$ cat src/rtl/seven_seg_scanner_if.sv
// seven_seg_scanner_if
//   Groups the display-value handshake and the display drive lines of the
//   four-digit seven-segment scanner.
//
//   data_in    [15:0]  four hex nibbles, [3:0] = digit 0 (rightmost)
//   load               single-cycle strobe, captures data_in into the pending buffer
//   blank_mask [3:0]   bit k = 1 keeps digit k dark (live, not buffered)
//   busy               high while a pending value awaits commit
//   anode      [3:0]   active-low digit enables, bit k = digit k
//   segment    [6:0]   active-low segments, order {g,f,e,d,c,b,a}
//
//   master: the side supplying display values (drives data_in/load/blank_mask)
//   slave : the scanner itself
interface seven_seg_scanner_if;
  logic [15:0] data_in;
  logic        load;
  logic [3:0]  blank_mask;
  logic        busy;
  logic [3:0]  anode;
  logic [6:0]  segment;

  modport master (
    output data_in, load, blank_mask,
    input  busy, anode, segment
  );

  modport slave (
    input  data_in, load, blank_mask,
    output busy, anode, segment
  );
endinterface

$ cat src/rtl/seven_seg_scanner.sv
// seven_seg_scanner
//   Time-multiplexed driver for a four-digit common-anode seven-segment
//   display. A refresh divider selects one digit per slot; the first GUARD
//   cycles of every slot keep all anodes off to suppress ghosting. New values
//   are double-buffered and only committed at the frame boundary (last cycle
//   of digit 3), so one frame never mixes old and new data.
//
//   clock   system clock
//   nreset  asynchronous, active-low reset
//   bus     seven_seg_scanner_if.slave (data_in, load, blank_mask in;
//           busy, anode, segment out -- all outputs registered)
//
//   REFRESH_DIV  clock cycles per digit slot, 4..2^20
//   GUARD        blanked cycles at the start of each slot, 0..REFRESH_DIV-1
module seven_seg_scanner #(
  parameter int REFRESH_DIV = 100000,
  parameter int GUARD       = 2000
) (
  input  logic               clock,
  input  logic               nreset,
  seven_seg_scanner_if.slave bus
);

  localparam int               DIV_W     = $clog2(REFRESH_DIV);
  localparam logic [DIV_W-1:0] DIV_LAST  = DIV_W'(REFRESH_DIV - 1);
  localparam logic [DIV_W-1:0] GUARD_VAL = DIV_W'(GUARD);

  logic [DIV_W-1:0] div_reg;
  logic [1:0]       digit_reg;
  logic [15:0]      show_reg;
  logic [15:0]      pend_reg;
  logic             pend_flag_reg;
  logic [3:0]       anode_reg;
  logic [6:0]       segment_reg;

  logic       slot_end;
  logic       frame_end;
  logic       in_guard;
  logic       dark;
  logic [3:0] nibble;
  logic [6:0] seg_decoded;
  logic [3:0] anode_next;

  assign slot_end  = (div_reg == DIV_LAST);
  assign frame_end = slot_end && (digit_reg == 2'd3);

  // A zero-length guard would make the compare constant, so it is dropped
  // entirely in that case.
  generate
    if (GUARD == 0) begin : g_no_guard
      assign in_guard = 1'b0;
    end else begin : g_guard
      assign in_guard = (div_reg < GUARD_VAL);
    end
  endgenerate

  assign dark   = in_guard || bus.blank_mask[digit_reg];
  assign nibble = show_reg[{digit_reg, 2'b00} +: 4];

  // One anode per digit: low only for the selected digit while lit.
  generate
    for (genvar gi = 0; gi < 4; gi++) begin : g_anode
      assign anode_next[gi] = dark || (digit_reg != 2'(gi));
    end
  endgenerate

  // Hex to active-low {g,f,e,d,c,b,a}.
  always_comb begin
    seg_decoded = 7'h7F;
    case (nibble)
      4'h0: seg_decoded = 7'h40;
      4'h1: seg_decoded = 7'h79;
      4'h2: seg_decoded = 7'h24;
      4'h3: seg_decoded = 7'h30;
      4'h4: seg_decoded = 7'h19;
      4'h5: seg_decoded = 7'h12;
      4'h6: seg_decoded = 7'h02;
      4'h7: seg_decoded = 7'h78;
      4'h8: seg_decoded = 7'h00;
      4'h9: seg_decoded = 7'h10;
      4'hA: seg_decoded = 7'h08;
      4'hB: seg_decoded = 7'h03;
      4'hC: seg_decoded = 7'h46;
      4'hD: seg_decoded = 7'h21;
      4'hE: seg_decoded = 7'h06;
      4'hF: seg_decoded = 7'h0E;
      default: seg_decoded = 7'h7F;
    endcase
  end

  always_ff @(posedge clock or negedge nreset) begin
    if (!nreset) begin
      div_reg       <= '0;
      digit_reg     <= 2'd0;
      show_reg      <= 16'h0000;
      pend_reg      <= 16'h0000;
      pend_flag_reg <= 1'b0;
      anode_reg     <= 4'b1111;
      segment_reg   <= 7'h7F;
    end else begin
      div_reg <= slot_end ? '0 : div_reg + 1'b1;
      if (slot_end) begin
        digit_reg <= digit_reg + 2'd1;
      end

      if (bus.load) begin
        pend_reg <= bus.data_in;
      end

      // A load landing exactly on the boundary bypasses the pending buffer,
      // so the flag never rises for it.
      if (frame_end) begin
        if (bus.load) begin
          show_reg <= bus.data_in;
        end else if (pend_flag_reg) begin
          show_reg <= pend_reg;
        end
        pend_flag_reg <= 1'b0;
      end else if (bus.load) begin
        pend_flag_reg <= 1'b1;
      end

      anode_reg   <= anode_next;
      segment_reg <= dark ? 7'h7F : seg_decoded;
    end
  end

  assign bus.busy    = pend_flag_reg;
  assign bus.anode   = anode_reg;
  assign bus.segment = segment_reg;

endmodule
$ cat src/flat_wrapper.sv
// flat-port wrapper written by rule: the top's interface ports become plain ports
module seven_seg_scanner_flat 
#(
  parameter int REFRESH_DIV = 100000,
  parameter int GUARD       = 2000
)
  (clock, nreset, bus_data_in, bus_load, bus_blank_mask, bus_busy, bus_anode, bus_segment);
  seven_seg_scanner_if bus_i ();
  input  logic clock;
  input  logic nreset;
  input wire logic [$bits(bus_i.data_in)-1:0] bus_data_in;
  input wire logic [$bits(bus_i.load)-1:0] bus_load;
  input wire logic [$bits(bus_i.blank_mask)-1:0] bus_blank_mask;
  output wire logic [$bits(bus_i.busy)-1:0] bus_busy;
  output wire logic [$bits(bus_i.anode)-1:0] bus_anode;
  output wire logic [$bits(bus_i.segment)-1:0] bus_segment;
  assign bus_i.data_in = bus_data_in;
  assign bus_i.load = bus_load;
  assign bus_i.blank_mask = bus_blank_mask;
  assign bus_busy = bus_i.busy;
  assign bus_anode = bus_i.anode;
  assign bus_segment = bus_i.segment;
  seven_seg_scanner #(.REFRESH_DIV(REFRESH_DIV), .GUARD(GUARD)) u_core (.clock(clock), .nreset(nreset), .bus(bus_i));
endmodule
$ cat config.mk
export PLATFORM = sky130hd
export DESIGN_NAME = seven_seg_scanner_flat
export DESIGN_NICKNAME = d
export VERILOG_FILES = /design/src/rtl/seven_seg_scanner_if.sv /design/src/rtl/seven_seg_scanner.sv /design/src/flat_wrapper.sv
export SDC_FILE = /design/constraint.sdc
export NUM_CORES = 1
export LEC_CHECK = 0
export ABC_AREA = 1
export BUFFER_PORTS_ARGS = -buffer_cell sky130_fd_sc_hd__buf_2
export CAP_MARGIN = 20
export CORE_UTILIZATION = 40
export CTS_CLUSTER_DIAMETER = 30
export DETAILED_ROUTE_END_ITERATION = 10
export PLACE_DENSITY = 0.54
export SLEW_MARGIN = 20
export SYNTH_ARGS = -nofsm -noshare
export SYNTH_HDL_FRONTEND = slang
export SYNTH_SLANG_ARGS = --single-unit
$ cat constraint.sdc
create_clock -name clock -period 1.7 [get_ports clock]
set_input_delay 0.17 -clock clock [delete_from_list [all_inputs] [get_ports clock]]
set_output_delay 0.17 -clock clock [all_outputs]
set_load 0.005 [all_outputs]
---- Yosys cells after proc, flatten, opt, wreduce, memory -nomap -nowiden ----
Memory sizes are Yosys's and may differ from the RTL's.
Cells that the tools add are included.
cells by class
  muxes and demuxes ....................... 8
  shift operators ......................... 1
  $lt $le $gt $ge ......................... 2
  equality and inequality tests ........... 5
  reduce and logical (&&, ||, !) cells .... 10
  add/sub/neg operators ................... 2
operators by type and width
  cell                                                                    count
  16-bit 2-to-1 mux                                                       2
  17-bit by 1-bit adder with 17-bit output, second input constant         1
  17-bit == test, second input constant                                   1
  17-bit by 11-bit < comparator with 1-bit output, second input constant  1
  17-bit 2-to-1 mux                                                       1
  16-bit by 5-bit indexed part select with 4-bit output                   1
  7-bit 2-to-1 mux                                                        1
  2-bit nonzero test                                                      3
  1-bit logical OR                                                        5
  2-bit != test, second input constant                                    2
  2-bit by 3-bit < comparator with 1-bit output, second input constant    1
  1-bit 2-to-1 mux                                                        3
  2-bit by 1-bit adder with 2-bit output, second input constant           1
  1-bit binary-select mux with 2-bit select                               1
  2-bit == test, second input constant                                    1
  2-bit by 1-bit != test with 1-bit output, second input constant         1
  2-bit AND reduction                                                     1
  1-bit logical AND                                                       1
word-level totals
  logic and storage cells ................. 36
  input port bits ......................... 23
  output and inout bits ................... 12
  bits in registers ....................... 63
  memories ................................ 1
  memory bits (read-only) ................. 112
memories
  name              words  width  rd ports  clocked after Yosys merged registers in  wr ports  line                     text
  (name not given)  16     7      1         0                                        0         seven_seg_scanner.sv:70  case (nibble)

---- Logic depth before layout (Yosys ltp) ----
Gate-level depths: netlist (run 1).
  word-level depth ........................ 4
  gate-level depth with buffers ........... 11
  mapped depth without buffers ............ 10

---- Worst setup path before layout (run 1) ----
Ideal clock, no wire load.
  path type ............................... register to register
  start ................................... register u_core.digit_reg[0]
  end ..................................... register u_core.segment_reg[5] (netlist: u_core.bus.segment[5])
  buffers on the path ..................... 1
  arrival ................................. 1.484 ns
  setup slack ............................. 0.156 ns
  data required time ...................... 1.640 ns
  period minus slack after synthesis ...... 1.544 ns
  setup time .............................. 0.060 ns
  cell stages (with the launch flop) ...... 12
  cells stage by stage .................... dfrtp_1 -> inv_2 -> buf_2 -> nand2_1 -> nand3_1 -> nand2_1 -> inv_1 -> ha_1 -> inv_1 -> nor3_1 -> nor2_1 -> nand2_1
on the way
  word-level cells in the longest chain between the ends .. 4
  elaborated cells on any way between the ends .. 6
  classes of those cells .................. shift: 1; mux: 3; reduce/logical: 1; memory: 1
RTL lines
  what                                                                            line                      text
  start, declared                                                                 seven_seg_scanner.sv:29   logic [1:0] digit_reg;
  start signal, assigned                                                          seven_seg_scanner.sv:103  digit_reg <= digit_reg + 2'd1;
  parallel branches: the longest is 3 deep, another holds memory read 16 x 7 bit  n/a
  7-bit 2-to-1 mux *                                                              seven_seg_scanner.sv:124  segment_reg <= dark ? 7'h7F : seg_decoded;
  end signal, assigned                                                            seven_seg_scanner.sv:124
  end, declared                                                                   seven_seg_scanner.sv:34   logic [6:0] segment_reg;
Every way passes the cells marked *. The select of a mux whose other input is x is not followed.
A chain may end at the register's enable or synchronous reset.

---- Worst setup path after layout (run 1) ----
  start ................................... register u_core.digit_reg[0]
  end ..................................... register u_core.segment_reg[0] (netlist: u_core.bus.segment[0])
Same word-level chain as after synthesis.

==> results of run 1 <==
cell usage after synthesis:
cell	count
xor2_1	11
inv_1	22
buf_6	3
nor3_2	2
nor2_2	2
buf_2	7
nor2_4	2
nand2_2	6
nand3_1	31
nor3_1	9
nand2_1	144
o21ai_1	4
dfstp_2	11
nand4_4	2
nor2_1	23
nand4_1	19
ha_1	11
dfrtp_1	52
inv_2	10
and3_1	1
nand3_2	1
a21oi_1	4
o21ai_0	2
nand3b_1	1
nand3_4	1
clkbuf_1	1
clkinv_1	1
nor2_8	2
layout make-up:
class,instances,area [um^2]
inverter,33,124
clock inverter,6,38.8
sequential,63,1590
fill,797,3990
timing repair buffer,50,318
multi-input combinational,278,1460
clock buffer,9,124
tap,102,128
path summary, 6_finish.rpt:
kind,start,to,slack (ns),depth (start not counted)
max in group asynchronous,nreset,u_core.pend_reg[7],0.80,3
setup / recovery,u_core.digit_reg[0],u_core.bus.segment[0],0.09,9
hold / removal,bus_data_in[1],u_core.pend_reg[1],0.06,3
min in group asynchronous,nreset,u_core.div_reg[11],0.31,2
hold reg to reg,u_core.div_reg[0],u_core.div_reg[0],0.45,1
setup reg to reg,u_core.digit_reg[0],u_core.bus.segment[0],0.09,9
worst reg2reg max path: cells and delay by family (launching register included):
family	cells	cell delay, ns
flip-flops	1	0.43
buffers and inverters	2	0.29
adder cells (fa/ha/maj)	1	0.19
AND/OR/NAND/NOR	6	0.63
cell families (layout without fill, tap and decap cells):
group                      after synthesis  in the layout  synth area share, %
AOI/OAI and AO/OA                       10             10                 1.55
adders and majority gates               11             11                 4.26
xor gates and xnor gates                11             11                 2.98
DFF                                     63             63                 49.2
buffers and inverters                   44             98                 6.08
and+or+nand+nor                        246            246                 36.0
metal layers:
metal | GRT usage, % | vias to the layer above | wire (um)
met2 | 27.2 | 57 | 2930
met3 | 4.64 | 14 | 259
li1 | - | 1332 | -
met5 | 0 | - | 0
met1 | 24.1 | 1162 | 3300
met4 | 8.85 | 0 | 127
metrics by stage:
step                cells  TNS [ns]  util, %  power, mW  area, um^2
floorplan             385         0        -       1.62        3230
global placement      523         0     46.1       1.69        3580
detailed placement    523         0     46.1       1.69        3580
CTS                   539         0     48.3       2.82        3750
global route          541   -0.0227     48.7       2.90        3780
finish                541         0     48.7       2.77        3780
placed cells by master, fill, tap and decap left out, types with 3 or more instances in the layout:
cell type / instances
nand2_1: 142
inv_2: 12
buf_4: 13
clkinv_2: 3
clkbuf_8: 9
nand3_1: 30
nand2_2: 8
ha_1: 10
a21oi_1: 4
dfrtp_1: 52
nor3_1: 9
dfstp_2: 11
o21ai_1: 4
buf_2: 34
xor2_1: 11
nor2_1: 23
inv_1: 20
nand4_1: 19
timing repair:
item	4_1_cts	5_1_grt
resized for setup	0	6
setup endpoints to repair	0	5
endpoints found under the hold margin	9	0
hold buffers	1	0
setup buffers	0	2
power groups by stage:
stage | combinational [mW] | clock (mW) | sequential [mW]
detailed placement | 0.121 | 0 | 1.57
floorplan | 0.0486 | 0 | 1.57
global route | 0.142 | 1.21 | 1.55
global placement | 0.118 | 0 | 1.57
finish | 0.118 | 1.11 | 1.54
CTS | 0.123 | 1.15 | 1.54
==> results.md, run 1 <==
- Fin. max-slew vios: 0
- Final worst slack: 0.0884 ns
- Drt pass-1 iters: 4
- Clock root buffer: clkbuf_8
- Largest net degree at the start of global routing: 44
- Syn nets: ~420
- Rel. slew slack: between 60% and 70%
- Peak Freq: 621 MHz
- GRT Util Overall: 18.1%
- Clk_skew: 0.00894 ns
- NumNets Final: about 470
- Core area: ~0.0078 mm^2
- Comb pwr share: between 4 and 5%
- Crit path buf inv count: 2
- I/O Buffers: 34
- Class of the worst hold path: input pin to flip-flop
- Synthesized flop and latch total: 63
- Max reg flops: 17
- Antenna viol nets, final: 0
- Clock Tree Buf Depth: 2
- Via count: 2565
- Crit start category: flip-flop
- Mean Syn Cell Area: between 8 and 9 um^2
- Gp weighted congestion: about 0.85
- Drt wl/cell: roughly 12 um
- Fraction of layout cells with a size suffix above 1: 24.8%
- Fin. Hold Viols: 0
- Pint: 2.09 mW
- Worst Hold Slack: 0.0624 ns
- Initial antenna violation count: 0
- Number of remaining DRC errors: 0
- Worst VDD drop: 0.402 mV
- ANT cells: 0
- Period utilization: 94.8%
- Synth warn: 0
- 1st-iter DRT viols: 113
- Mapped cell area: 0.00323 mm^2
- Yosys top cell area share: between 40% and 50%
- Type of the worst setup path: flip-flop to flip-flop
- Synth area leader: dfrtp_1
- Clock-pin transition on the worst setup and hold timing paths: roughly 0.07 ns
- H-tree depth: 3
- Max incr delay on CP: 0.43 ns
- Sequential share of the synthesized area: 49.2%
- Crit path cell chain: inv_2 > nand2_1 > nand3_1 > nand2_2 > buf_4 > ha_1 > nand3b_1 > nand3_1 > nand3_1
- CP arrival: 1.87 ns
- Most area-consuming cells after synthesis: dfrtp_1 40%, nand2_1 17%, dfstp_2 8.9%
- Layout Area Growth over Synthesis: 17.0%
- CP max FO: 8
- Vias in the first global route: 2563
- Chip height: approximately 92 um
- HPWL after DPL: 4810 um
- Required @ worst endpoint: 1.96 ns
- Status: finished clean
- CTS buffer count: 9
- Sw power: 0.681 mW
- Clock period minus worst slack: 1.61 ns
- PwrDens: 732 mW/mm^2
- Critical path capture point type: flip-flop
- Global-route wire length before repair: 11900 um
- Final setup fails: 0
- Latest clock arrival within the worst-skew pair: 0.34 ns
- Yosys cell types: 28
- Static leakage: around 1.9 nW
- Io pins: 35
- Gate Count Post-Synth: 385
- Dpl ws: ~0.074 ns
- Site row count: 32
- Vias per cell: around 4.7
- Final WL: about 6600 um
- Cell repeated most along the worst path: nand3_1
- Seq pwr share: 55.7%
- Initial Util: approximately two fifths
- Die Area: approximately 0.0084 mm^2
- Die W: 91.9 um
- Clock sinks: 63
- Worst-Margin Slew: 0.480 ns
- CTS tree: yes
- Clock Power Share: between 40% and 50%
- Net Sw Frac: 24.6%
- Top delay family on crit path: simple AND/OR/NAND/NOR gates
- MaxCap Viol Count: 0
- Slowest CP cell: dfrtp_1
- Grt ovf: 0
Power figures use the tool's default switching activity.
==> run 2, diff against run 1 <==
--- a/config.mk
+++ b/config.mk
@@ -8,10 +8,12 @@
 export ABC_AREA = 1
 export BUFFER_PORTS_ARGS = -buffer_cell sky130_fd_sc_hd__buf_2
 export CAP_MARGIN = 20
+export CELL_PAD_IN_SITES_DETAIL_PLACEMENT = 0
+export CELL_PAD_IN_SITES_GLOBAL_PLACEMENT = 1
 export CORE_UTILIZATION = 40
 export CTS_CLUSTER_DIAMETER = 30
 export DETAILED_ROUTE_END_ITERATION = 10
-export PLACE_DENSITY = 0.54
+export PLACE_DENSITY = 0.69
 export SLEW_MARGIN = 20
 export SYNTH_ARGS = -nofsm -noshare
 export SYNTH_HDL_FRONTEND = slang
==> results.md, run 2 (same netlist as run 1, synthesis figures left out) <==
- Slowest CP cell: dfrtp_1
- Fin cells: roughly 540
- Global-route wire length before repair: ~12000 um
- Number of remaining DRC errors: 0
- Site row count: 32
- Fraction of layout cells with a size suffix above 1: 24.1%
- Period utilization: 93.4%
- Most common cell after layout, fill and taps aside: nand2_1
- Status: finished clean
- I/O Buffers: 34
- Met3 global-route usage: 5.56%
- Endpoint, Worst Hold: u_core.pend_reg[6]
- NumNets Final: around 470
- Multi-input combinational cell area: 0.00146 mm^2
- Top delay family on crit path: simple AND/OR/NAND/NOR gates
- Worst Hold Slack: 0.0377 ns
- Placed Cells: approximately 520
- R2R Setup Slk: between 0.1 and 0.15 ns
- Initial antenna violation count: 0
- HPWL after DPL: around 4900 um
- Comb pwr share: 3.8%
- 1st-iter DRT viols: 85
- Io pins: 35
- Class of the worst hold path: input pin to flip-flop
- Final WL: 7000 um
- Hold depth: 3
- Final setup fails: 0
- Clock period minus worst slack: between 1.5 and 2 ns
- Largest net degree at the start of global routing: 64
- Fin. max-slew vios: 0
- R2R Path Start: u_core.digit_reg[1]
- Most frequent cells in the layout: 142 x nand2_1, 52 x dfrtp_1, 34 x buf_2
- Initial Util: 41.6%
- Sw power: ~0.71 mW
- Seq pwr share: 48.9%
- Crit path buf inv count: 3
- Antenna viol nets, final: 0
- FF/Latch Area: between 0.0015 and 0.002 mm^2
- Net Sw Frac: 22.7%
- Vias in the first global route: roughly 2500
- Clk_skew: ~0.012 ns
- ANT cells: 0
- Vias per cell: 4.68
- Gr busiest metal: met2
- Rel. slew slack: between 60% and 70%
- Chip height: approximately 92 um
- Die W: 91.9 um
- Die Area: 0.00845 mm^2
- Max reg flops: 17
- MaxCap Viol Count: 0
- Crit start category: flip-flop
- Core area: 0.00777 mm^2
- Critical path capture point type: flip-flop
- Via count: 2531
- Clock Tree Buf Depth: 2
- Type of the worst setup path: flip-flop to flip-flop
- Crit path cell chain: inv_2 > buf_4 > nand3_1 > nand2_2 > inv_2 > o21ai_1 > nand2_1 > nand2_1
- Met1 global-route usage: 25.3%
- Grt ovf: 0
- Worst Setup SP: u_core.digit_reg[1]
- Worst VDD drop: 0.446 mV
- Clock root buffer: clkbuf_8
- Critical R2R Capture: u_core.bus.segment[5]
- GR Layer Usage met2: 27.7%
- PwrDens: just over 800 mW/mm^2
- Hold Startpoint: bus_data_in[6]
- # fillers: a little over 800
- Gp weighted congestion: 0.820
- Max incr delay on CP: 0.47 ns
- CP max FO: 9
- Clock-pin transition on the worst setup and hold timing paths: 0.07 ns
- CTS tree: yes
- Drt pass-1 iters: 4
- H-tree depth: 3
- CTS buffer count: 9
- Static leakage: 1.97 nW
- Fin. Hold Viols: 0
- Clock sinks: 63
- GRT Util Overall: 18.6%
- Worst-Margin Slew: 0.463 ns
- Register-to-Register Path Depth: 8
- Pint: between 2 and 2.5 mW
- Latest clock arrival within the worst-skew pair: 0.36 ns
- Required @ worst endpoint: ~2.0 ns
- CP arrival: around 1.9 ns
- Drt wl/cell: 12.9 um
- Layout Area Growth over Synthesis: 18.6%
- Peak Freq: between 600 and 700 MHz
- Clock Power Share: about 47%
## run 2: changes by cell type in the layout (fill, tap and decap cells not counted), sizes merged
cell,before,now
bufinv,0,2
clkbuf,9,11
clkinv,5,3
buf,49,48
clkinvlp,2,1
## run 2: tightest hold or removal path: cells and delay by family
family	cells	cell delay [ns]
AND/OR/NAND/NOR	2	0.11
buffers and inverters	1	0.07
## run 2: power by group through the flow
stage                     Clock [mW]  Sequential, mW  Combinational, mW
after floorplan                    0            1.57             0.0486
after global placement             0            1.57              0.120
after detailed placement           0            1.57              0.122
after CTS                       1.54            1.54              0.124
after global routing            1.60            1.54              0.139
final                           1.49            1.54              0.119
## run 2: worst max path at each step
stage                       endpoint  slack (ns)  cells past startpoint
3_5_place_dp   u_core.bus.segment[6]        0.07                     10
2_1_floorplan  u_core.bus.segment[5]        0.16                     11
3_3_place_gp   u_core.bus.segment[6]        0.14                     10
4_1_cts        u_core.bus.segment[6]        0.05                     10
5_1_grt        u_core.bus.segment[5]       -0.01                      8
6_report       u_core.bus.segment[5]        0.11                      8
## run 2: metal layers
layer,part of all wire [%],wire [um]
met5,0,0
met4,1.5,108
met3,3.2,221
met2,44,3100
met1,51,3570
## run 2: timing repair
action                                 4_1_cts  5_1_grt
resized for setup                            0        4
endpoints found under the hold margin       52        0
hold buffers                                 1        0
setup endpoints to repair                    0        4
buffers inserted                             0        2
## run 2: per-stage QoR
stage                     TNS, ns  total power [mW]  instance area [um^2]  worst slack [ns]  util [%]
after floorplan                 0              1.62                  3230             0.156         -
after global placement          0              1.69                  3570             0.139      46.0
after detailed placement        0              1.69                  3570            0.0735      46.0
after CTS                       0              3.20                  3810            0.0493      49.0
after global routing      -0.0197              3.29                  3830           -0.0138      49.4
final                           0              3.15                  3830             0.113      49.4
## run 2: layout make-up
class | instances | share of cell area (%)
clock inverters | 5 | 2.12
well taps | 102 | 3.33
flip-flops and latches | 63 | 41.5
multi-input cells | 278 | 38.1
repair buffers | 49 | 8.09
inverters | 33 | 3.23
clock buffers | 11 | 3.69
